`config.mk`:
```
export PLATFORM = sky130hd
export DESIGN_NAME = mem_port_arbiter
export DESIGN_NICKNAME = d
export VERILOG_FILES = /design/src/rtl/mem_port_arbiter.sv
export SDC_FILE = /design/constraint.sdc
export NUM_CORES = 1
export LEC_CHECK = 0
export CELL_PAD_IN_SITES_DETAIL_PLACEMENT = 1
export CELL_PAD_IN_SITES_GLOBAL_PLACEMENT = 1
export CORE_ASPECT_RATIO = 0.75
export CORE_MARGIN = 5
export CORE_UTILIZATION = 22
export DETAILED_ROUTE_END_ITERATION = 12
export PLACE_DENSITY_LB_ADDON = 0.1
export SYNTH_ARGS = -nofsm -noshare
export SYNTH_HDL_FRONTEND = slang
export SYNTH_SLANG_ARGS = --single-unit
```
`constraint.sdc`:
```
create_clock -name clk -period 2.6 [get_ports clk]
set_clock_uncertainty 0.05 [all_clocks]
set_input_delay 0.52 -clock clk [delete_from_list [all_inputs] [get_ports clk]]
set_output_delay 0.52 -clock clk [all_outputs]
set_load 0.01 [all_outputs]
```
`src/rtl/mem_port_arbiter.sv`:
```
// ---------------------------------------------------------------------------
// mem_port_arbiter
//
// Shares the single main data blockram port between the CPU data port
// (read/write) and the video fetch engine (read-only). Ownership is
// round-robin on ties, and an owner may keep the port indefinitely while
// uncontended. Under contention an owner is limited to MAX_HOLD consecutive
// accesses before the port passes directly to the waiting requester. Read
// valids are delayed one cycle to line up with the synchronous blockram
// read latency.
//
// Optional build macro:
//   ARB_STATS_EN - when defined, Contention_Cnt counts cycles in which one
//                  requester waits while the other holds the grant
//                  (saturating at 0xFFFF, cleared by reset). When undefined,
//                  Contention_Cnt is tied to zero. Port list is identical.
//
// Parameters:
//   ADDR_W    address bus width
//   DATA_W    data bus width
//   MAX_HOLD  max consecutive accesses by one owner while the other waits
//             (1..255)
//
// Ports:
//   clk             system clock, rising edge
//   reset           synchronous active-high reset
//   CPU_Req         CPU access request
//   CPU_Wr_En       CPU access is a write
//   CPU_Addr        CPU address
//   CPU_Data_In     CPU write data
//   CPU_Grant       CPU owns the port
//   CPU_Data_Out    read data to CPU
//   CPU_Data_Valid  CPU read data valid (read accepted last cycle)
//   Vid_Req         video read request
//   Vid_Addr        video address
//   Vid_Grant       video owns the port
//   Vid_Data_Out    read data to video
//   Vid_Data_Valid  video read data valid (read accepted last cycle)
//   Mem_Addr        blockram address
//   Mem_Data_Out    blockram write data
//   Mem_Wr_En       blockram write enable
//   Mem_Data_In     blockram read data (one cycle after address)
//   Contention_Cnt  contention statistic
// ---------------------------------------------------------------------------
module mem_port_arbiter #(
    parameter int ADDR_W   = 16,
    parameter int DATA_W   = 16,
    parameter int MAX_HOLD = 8
) (
    input  logic              clk,
    input  logic              reset,

    input  logic              CPU_Req,
    input  logic              CPU_Wr_En,
    input  logic [ADDR_W-1:0] CPU_Addr,
    input  logic [DATA_W-1:0] CPU_Data_In,
    output logic              CPU_Grant,
    output logic [DATA_W-1:0] CPU_Data_Out,
    output logic              CPU_Data_Valid,

    input  logic              Vid_Req,
    input  logic [ADDR_W-1:0] Vid_Addr,
    output logic              Vid_Grant,
    output logic [DATA_W-1:0] Vid_Data_Out,
    output logic              Vid_Data_Valid,

    output logic [ADDR_W-1:0] Mem_Addr,
    output logic [DATA_W-1:0] Mem_Data_Out,
    output logic              Mem_Wr_En,
    input  logic [DATA_W-1:0] Mem_Data_In,

    output logic [15:0]       Contention_Cnt
);

    typedef enum logic [1:0] {
        ST_IDLE    = 2'd0,
        ST_CPU_OWN = 2'd1,
        ST_VID_OWN = 2'd2
    } state_t;

    localparam int              HOLD_W   = 8;
    localparam logic [HOLD_W-1:0] HOLD_MAX = HOLD_W'(MAX_HOLD);

    // Saturating increment of the burst hold counter.
    function automatic logic [HOLD_W-1:0] sat_hold_inc(input logic [HOLD_W-1:0] v);
        logic [HOLD_W-1:0] res;
        if (v >= HOLD_MAX) begin
            res = HOLD_MAX;
        end else begin
            res = v + 8'd1;
        end
        return res;
    endfunction

    state_t              r_state;
    state_t              w_state_nxt;
    logic                r_last_vid;      // 1: video was served last
    logic                w_last_vid_nxt;
    logic [HOLD_W-1:0]   r_hold;
    logic [HOLD_W-1:0]   w_hold_acc;      // hold count including this cycle's access
    logic                w_hold_hit;
    logic                w_cpu_acc;
    logic                w_vid_acc;
    logic [ADDR_W-1:0]   r_addr_last;
    logic [ADDR_W-1:0]   w_mem_addr;
    logic                r_cpu_vld_p1;
    logic                r_vid_vld_p1;

    // ---- stage p0: ownership decode, access detection, port mux ----------
    assign CPU_Grant = (r_state == ST_CPU_OWN);
    assign Vid_Grant = (r_state == ST_VID_OWN);

    assign w_cpu_acc = CPU_Grant && CPU_Req;
    assign w_vid_acc = Vid_Grant && Vid_Req;

    assign w_hold_acc = (w_cpu_acc || w_vid_acc) ? sat_hold_inc(r_hold) : r_hold;
    assign w_hold_hit = (w_hold_acc >= HOLD_MAX);

    always_comb begin
        w_mem_addr = r_addr_last;
        case (r_state)
            ST_CPU_OWN: w_mem_addr = CPU_Addr;
            ST_VID_OWN: w_mem_addr = Vid_Addr;
            default:    w_mem_addr = r_addr_last;
        endcase
    end

    assign Mem_Addr     = w_mem_addr;
    assign Mem_Data_Out = CPU_Data_In;
    assign Mem_Wr_En    = w_cpu_acc && CPU_Wr_En;

    // Next-state / round-robin bookkeeping.
    always_comb begin
        w_state_nxt    = r_state;
        w_last_vid_nxt = r_last_vid;
        case (r_state)
            ST_IDLE: begin
                if (CPU_Req && Vid_Req) begin
                    w_state_nxt = r_last_vid ? ST_CPU_OWN : ST_VID_OWN;
                end else if (CPU_Req) begin
                    w_state_nxt = ST_CPU_OWN;
                end else if (Vid_Req) begin
                    w_state_nxt = ST_VID_OWN;
                end
            end
            ST_CPU_OWN: begin
                if (CPU_Req) begin
                    // Uncontended bursts never hit the hold limit.
                    if (Vid_Req && w_hold_hit) begin
                        w_state_nxt    = ST_VID_OWN;
                        w_last_vid_nxt = 1'b0;
                    end
                end else begin
                    w_state_nxt    = Vid_Req ? ST_VID_OWN : ST_IDLE;
                    w_last_vid_nxt = 1'b0;
                end
            end
            ST_VID_OWN: begin
                if (Vid_Req) begin
                    if (CPU_Req && w_hold_hit) begin
                        w_state_nxt    = ST_CPU_OWN;
                        w_last_vid_nxt = 1'b1;
                    end
                end else begin
                    w_state_nxt    = CPU_Req ? ST_CPU_OWN : ST_IDLE;
                    w_last_vid_nxt = 1'b1;
                end
            end
            default: begin
                w_state_nxt = ST_IDLE;
            end
        endcase
    end

    always_ff @(posedge clk) begin
        if (reset) begin
            r_state    <= ST_IDLE;
            r_last_vid <= 1'b1;
            r_hold     <= '0;
        end else begin
            r_state    <= w_state_nxt;
            r_last_vid <= w_last_vid_nxt;
            if (w_state_nxt != r_state) begin
                r_hold <= '0;
            end else begin
                r_hold <= w_hold_acc;
            end
        end
    end

    // Address seen by the blockram is kept steady while idle.
    always_ff @(posedge clk) begin
        r_addr_last <= w_mem_addr;
    end

    // ---- stage p1: blockram read data returns ------------------------------
    always_ff @(posedge clk) begin
        if (reset) begin
            r_cpu_vld_p1 <= 1'b0;
            r_vid_vld_p1 <= 1'b0;
        end else begin
            r_cpu_vld_p1 <= w_cpu_acc && !CPU_Wr_En;
            r_vid_vld_p1 <= w_vid_acc;
        end
    end

    assign CPU_Data_Valid = r_cpu_vld_p1;
    assign Vid_Data_Valid = r_vid_vld_p1;
    assign CPU_Data_Out   = Mem_Data_In;
    assign Vid_Data_Out   = Mem_Data_In;

`ifdef ARB_STATS_EN
    // Saturating increment of the contention statistic.
    function automatic logic [15:0] sat_cnt_inc(input logic [15:0] v);
        logic [15:0] res;
        if (v == 16'hFFFF) begin
            res = v;
        end else begin
            res = v + 16'd1;
        end
        return res;
    endfunction

    logic [15:0] r_contention;
    logic        w_contend;

    assign w_contend = (CPU_Req && !CPU_Grant && Vid_Grant) ||
                       (Vid_Req && !Vid_Grant && CPU_Grant);

    always_ff @(posedge clk) begin
        if (reset) begin
            r_contention <= '0;
        end else if (w_contend) begin
            r_contention <= sat_cnt_inc(r_contention);
        end
    end

    assign Contention_Cnt = r_contention;
`else
    assign Contention_Cnt = 16'h0000;
`endif

endmodule

```
==> results of run 1 <==
per-stage QoR:
stage	total power, mW	utilization [%]	instance area (um2)
after floorplan	1.25	-	1950
after global routing	2.33	28.6	2410
after detailed placement	1.75	27.1	2280
after CTS	2.21	28.6	2410
after global placement	1.75	27.1	2280
final	2.16	28.6	2410
layout make-up:
cell class / instances / area, um2
fill: 990 / 6010
multi-input combinational: 132 / 817
timing repair buffer: 74 / 706
sequential: 29 / 581
clock buffer: 7 / 143
tap: 108 / 135
inverter: 8 / 30.0
flip-flops by register name, summed over array words and instances (netlist names):
name	cells
Vid_Data_Valid	1
r_last_vid	1
r_state	2
r_addr_last	16
CPU_Data_Valid	1
r_hold	8
placed cells by master, fill, tap and decap left out, types with 3 or more instances in the layout:
| cell | instances |
|---|---|
| clkdlybuf4s50_1 | 40 |
| a211oi_1 | 3 |
| a22oi_1 | 16 |
| buf_4 | 15 |
| nand3_1 | 3 |
| nor2_1 | 21 |
| inv_1 | 8 |
| conb_1 | 16 |
| nor3_1 | 6 |
| a21oi_1 | 23 |
| ha_1 | 5 |
| dlygate4sd2_1 | 16 |
| dfxtp_1 | 29 |
| nand2_1 | 11 |
| clkbuf_16 | 5 |
worst paths after layout:
check,end,slack [ns],depth (start not counted)
min reg2reg,r_hold[6]$_SDFF_PP0_,0.42,2
max,Mem_Addr[9],0.17,6
max reg2reg,r_hold[3]$_SDFF_PP0_,0.27,9
min,r_hold[6]$_SDFF_PP0_,0.42,2
worst max-delay path: cells and delay by family (launching register included):
kind,cells,cell delay (ns)
buffers and inverters,3,0.60
AOI/OAI and AO/OA,1,0.16
and+or+nand+nor,1,0.07
DFF,1,0.37
adders and majority gates,1,0.39
Yosys cell counts (2+ instances only):
cell type and n:
clkbuf_1 8, a211oi_1 3, a31oi_1 2, dfxtp_1 29, a22oi_1 16, a211oi_2 2
a21oi_1 23, nor2_1 21, or3_2 2, o21ai_0 2, inv_1 8, buf_4 64
ha_1 6, nand3_1 3, nand2_1 11, nor3_1 6, o211ai_1 2
what timing repair did:
item,4_1_cts,5_1_grt
gates resized for setup,17,1
endpoints found under the setup margin,16,1
hold buffers,0,0
power groups by stage:
stage	sequential (mW)	combinational [mW]	clock [mW]
after floorplan	0.644	0.607	0
after global placement	0.647	1.10	0
after detailed placement	0.649	1.10	0
after CTS	0.641	0.991	0.582
after global routing	0.657	1.07	0.605
final	0.639	0.964	0.557
layer usage:
| metal | wire [um] | vias to the layer above | GRT usage, % |
|---|---|---|---|
| li1 | - | 749 | - |
| met1 | 2400 | 691 | 13.0 |
| met2 | 2150 | 46 | 13.7 |
| met3 | 394 | 2 | 2.48 |
| met4 | 42 | 0 | 3.25 |
| met5 | 0 | - | 0 |
kinds of logic after synthesis:
family,after synthesis
buf+inv,82
compound gates,59
simple gates,50
flops,29
fa+ha+maj,6
mux,1
other cells,1
==> qor.txt, run 1 <==
Flop pwr share = 29.6%
Yosys reg bits = 29
Status = finished clean
Post-synthesis mux area share = 0.792%
Yosys Warn Count = 0
All-Layer GR Usage = 9.35%
Mean Syn Cell Area = 8.31 um2
Clock power frac = 25.8%
Clock H-tree levels = 2
Congestion Overflow GR = 0
Row cnt = 29
Max incr delay on CP = 0.39 ns
Vert. Die Dim = 90.4 um
Synth Area in XOR/XNOR = 0%
Switching power share of the total = 34.5%
Comb pwr share = 44.6%
Commonest register cell after synthesis = dfxtp_1
Initial DRC Count = 47
Die W = 117 um
Synth top area share = 30.6%
GPL Wtd Cong = 0.741
Main combinational cell family by area after synthesis = buffers and inverters
Wire length of the first global-routing pass = 7950 um
Critical path type = flop to output pin
Compound-Gate Fraction of Synth Area = 21.7%
FF-to-FF Start = r_state[0]$_SDFF_PP0_
Hold_sp = r_hold[6]$_SDFF_PP0_
Die area = 0.0106 mm2
Synth-to-layout area growth = 27.2%
Root Buffer = clkbuf_16
Library cells used by synthesis = 37
Type of the worst min-delay path = flop to flop
Max-cap viol count = 0
Worst setup margin = 0.171 ns
Wire length per cell = 13.9 um
Maximum clock path buffer count = 2
Initial antenna violation count = 0
Routed WL = 4990 um
Post-synth ARST share = 0%
Avg Vias per Cell = 4.16
Synth area leaders = dfxtp_1 31%, buf_4 25%, a22oi_1 6.3%
Critical Path Slowest Stage Cell = ha_2
Post-synthesis cell count = 228
Clk Latency, worst-skew pair = 0.27 ns
CP Cell Sequence = inv_1 > ha_2 > buf_12 > nor2_1 > a21oi_1 > dlygate4sd2_1
# IOs = 154
NetSw = 746 uW
Power Density = 896 mW/mm2
Clock period minus worst slack = 2.43 ns
Crit path capture type = output pin
Post-Synthesis Cell Area = 0.00190 mm2
VDD IR-drop max = 0.309 mV
Router iterations before antenna repair = 4
Dpl cells = 351
Vias in the first global route = 1512
CP Launch Point = r_state[0]$_SDFF_PP0_
Total CTS buffers = 5
CTS sink count = 29
EDFF count, synth = 0
Setup crit start kind = flop
Sequential cell area fraction in the yosys report = 30.6%
Internal power = 1.41 mW
Pins Over Slew Limit = 0
Clock transition at path regs = 0.05 ns
Final hold vios = 0
ANT cells = 0
Largest area contributor in the netlist = dfxtp_1
RSZ-0062 raised after global routing = no
Synthesized-area fraction occupied by adder cells = 3.96%
Final net count = 325
P_leak = 0.967 nW
Largest net degree at the start of global routing = 33
Post-route setup TNS = 0 ns
Critical path peak fanout = 32
Tcrit/Tclk final = 93.4%
CTS tree = built
Non-Filler Instances = 358
PortBufs = 57
Final ANT Viol Nets = 0
Share of layout cells above drive strength 1 = 14.0%
DP HPWL = 3910 um
DRC viols = 0
Arrival time worst endpoint = 1.86 ns
Endpoints failing setup = 0
Post-CTS Setup Repair Bufs = 0
Core footprint = 0.00842 mm2
Worst Path Required = 2.03 ns
Hold slack = 0.420 ns
Initial core utilization = 22.5%
DP Worst Slack = 0.00560 ns
Synth Area in Simple Gates = 13.4%
F_max = 0.412 GHz
Vias = 1488
(Power assumes the default switching activity.)
==> run 2, diff against run 1 <==
GPL_ROUTABILITY_DRIVEN = 0   (was not set)
==> results of run 2 <==
Same layout as run 1: the final DEF is identical, and so are final timing and power.
==> run 3, diff against run 2 <==
PLACE_DENSITY = 0.81   (was not set)
PLACE_DENSITY_LB_ADDON = not set   (was 0.1)
==> run 3 against run 2 <==
- worst hold slack about the same
- routed wire length shrank 0.74%
- clock-buffer cell count did not move
- combinational power shrank 1%
- die area unchanged
- flip-flop and latch count did not move
- sequential power up 0.8%
- final cell count shrank 1.1%
- largest cell class unchanged
- highest routed layer unchanged
==> qor.txt, run 3 (synthesis gave the netlist of run 1 again) <==
Max reg flops = 16 (unchanged)
Worst setup margin = 0.121 ns (-0.0500 ns)
Most frequent cells in the layout = 41 x clkdlybuf4s50_1, 28 x dfxtp_1, 23 x a21oi_1
Setup crit start kind = input port
Core footprint = 0.00842 mm2 (unchanged)
Initial core utilization = 22.5% (unchanged)
Hold buffer count at CTS = 0 (unchanged)
All-Layer GR Usage = 9.54% (+0.19 points)
Cell repeated most along the worst path = clkdlybuf4s50_1
Post-route setup TNS = 0 ns (unchanged)
Routed WL = 4950 um (-0.74%)
DP HPWL = 3910 um (about the same)
Flop pwr share = 28.4% (-1.2 points)
Most common cell after layout, fill and taps aside = clkdlybuf4s50_1
Clock H-tree levels = 2 (unchanged)
CTS sink count = 29 (unchanged)
Worst Path Required = 2.03 ns (about the same)
Max-cap viol count = 0 (unchanged)
Initial antenna violation count = 0 (unchanged)
Total CTS buffers = 5 (unchanged)
Largest net degree at the start of global routing = 25 (-24%)
Critical path peak fanout = 8 (-75%)
P_leak = 0.956 nW (-1.1%)
Avg Vias per Cell = 4.30 (+3.4%)
Switching power share of the total = 33.4% (-1.1 points)
Critical path type = input port to output pin
Initial DRC Count = 42 (-11%)
VDD IR-drop max = 0.392 mV (+27%)
CP Cell Sequence = clkdlybuf4s50_1 > and3_1 > clkdlybuf4s50_1
Largest registers = r_addr_last (16), r_hold (8), r_state (2)
Arrival time worst endpoint = 1.91 ns (+0.05 ns)
Pins Over Slew Limit = 0 (unchanged)
DRC viols = 0 (unchanged)
Internal power = 1.51 mW (+6.9%)
Fillers = 1018 (+2.8%)
Max incr delay on CP = 0.63 ns (+0.24 ns)
Reg with most FFs = r_addr_last
Power Density = 945 mW/mm2 (+5.4%)
Die W = 117 um (unchanged)
Comb pwr share = 41.9% (-2.7 points)
PortBufs = 57 (unchanged)
Synth-to-layout area growth = 26.8%
Root Buffer = clkbuf_16
Crit path capture type = output pin
Vias = 1521 (+2.2%)
Row cnt = 29 (unchanged)
Final hold vios = 0 (unchanged)
RSZ-0062 raised after global routing = no
CTS tree = built
Type of the worst min-delay path = flop to flop
Vert. Die Dim = 90.4 um (unchanged)
Critical Path Slowest Stage Cell = clkdlybuf4s50_1
NetSw = 758 uW (+1.6%)
Clock power frac = 29.7% (+3.9 points)
Share of layout cells above drive strength 1 = 12.6% (-1.4 points)
Clock period minus worst slack = 2.48 ns (+0.0500 ns)
Sequential cell area = 582 um2 (+0.22%)
F_max = 0.403 GHz (-2.0%)
Final net count = 320 (-1.5%)
Hold slack = 0.420 ns (+0.000297 ns)
Multi-input gate area = 815 um2 (-0.31%)
Final core utilization = 28.6% (-0.089 points)
Final ANT Viol Nets = 0 (unchanged)
Status = finished clean
Post-CTS Setup Repair Bufs = 0 (unchanged)
# IOs = 154 (unchanged)
Maximum clock path buffer count = 2 (unchanged)
Endpoints failing setup = 0 (unchanged)
Vias in the first global route = 1628 (+7.7%)
Congestion Overflow GR = 0 (unchanged)
Router iterations before antenna repair = 4 (unchanged)
Tcrit/Tclk final = 95.3% (+1.9 points)
Clock transition at path regs = 0.05 ns (about the same)
ANT cells = 0 (unchanged)
DP Worst Slack = -0.0113 ns (-0.0169 ns)
Wire length per cell = 14.0 um (+0.38%)
Clk Latency, worst-skew pair = 0.27 ns (about the same)
Die area = 0.0106 mm2 (unchanged)
Wire length of the first global-routing pass = 8140 um (+2.4%)
[run 3: final timing paths]
check                                            start                     end  slack (ns)  cells past startpoint
worst max register to register   r_state[0]$_SDFF_PP0_    r_hold[4]$_SDFF_PP0_        0.33                      9
worst max-delay path                           CPU_Req               Mem_Wr_En        0.12                      3
worst min-delay path            r_addr_last[2]$_DFF_P_  r_addr_last[2]$_DFF_P_        0.42                      2
worst min register to register  r_addr_last[2]$_DFF_P_  r_addr_last[2]$_DFF_P_        0.42                      2
[run 3: what timing repair did]
action,in CTS,in global routing
hold endpoints to repair,0,0
endpoints found under the setup margin,16,1
gates resized for setup,16,1
[run 3: power by group through the flow]
| stage | Clock (mW) | Sequential, mW | Combinational [mW] |
|---|---|---|---|
| floorplan | 0 | 0.644 | 0.607 |
| global placement | 0 | 0.646 | 1.05 |
| detailed placement | 0 | 0.655 | 1.07 |
| CTS | 0.700 | 0.648 | 0.973 |
| global route | 0.717 | 0.661 | 1.07 |
| finish | 0.674 | 0.644 | 0.952 |
[run 3: area by class of cell]
class	count	share of cell area, %
Timing Repair Buffer	69	27.9
Tap cell	108	5.62
Multi-Input combinational cell	132	33.9
Sequential cell	29	24.2
Clock buffer	7	5.93
Inverter	8	1.25
Clock inverter	1	1.25
[run 3: worst max-delay path, delay by kind of cell]
family | cells | cell delay, ns
AND/OR/NAND/NOR | 1 | 0.21
buffers and inverters | 2 | 1.18
[run 3: through the flow]
stage | cell area (um2) | total power [mW] | instances
5_1_grt | 2400 | 2.45 | 354
2_1_floorplan | 1950 | 1.25 | 243
6_report | 2400 | 2.27 | 354
3_3_place_gp | 2250 | 1.70 | 346
3_5_place_dp | 2250 | 1.73 | 346
4_1_cts | 2400 | 2.32 | 354
[run 3: routing by layer]
metal  part of all wire, %  GRT usage, %  vias up
met3                   5.8          2.34        2
met1                    43          11.6      731
li1                      -             -      743
met5                     0             0        -
met2                    51          16.2       45
met4                  0.81          3.06        0
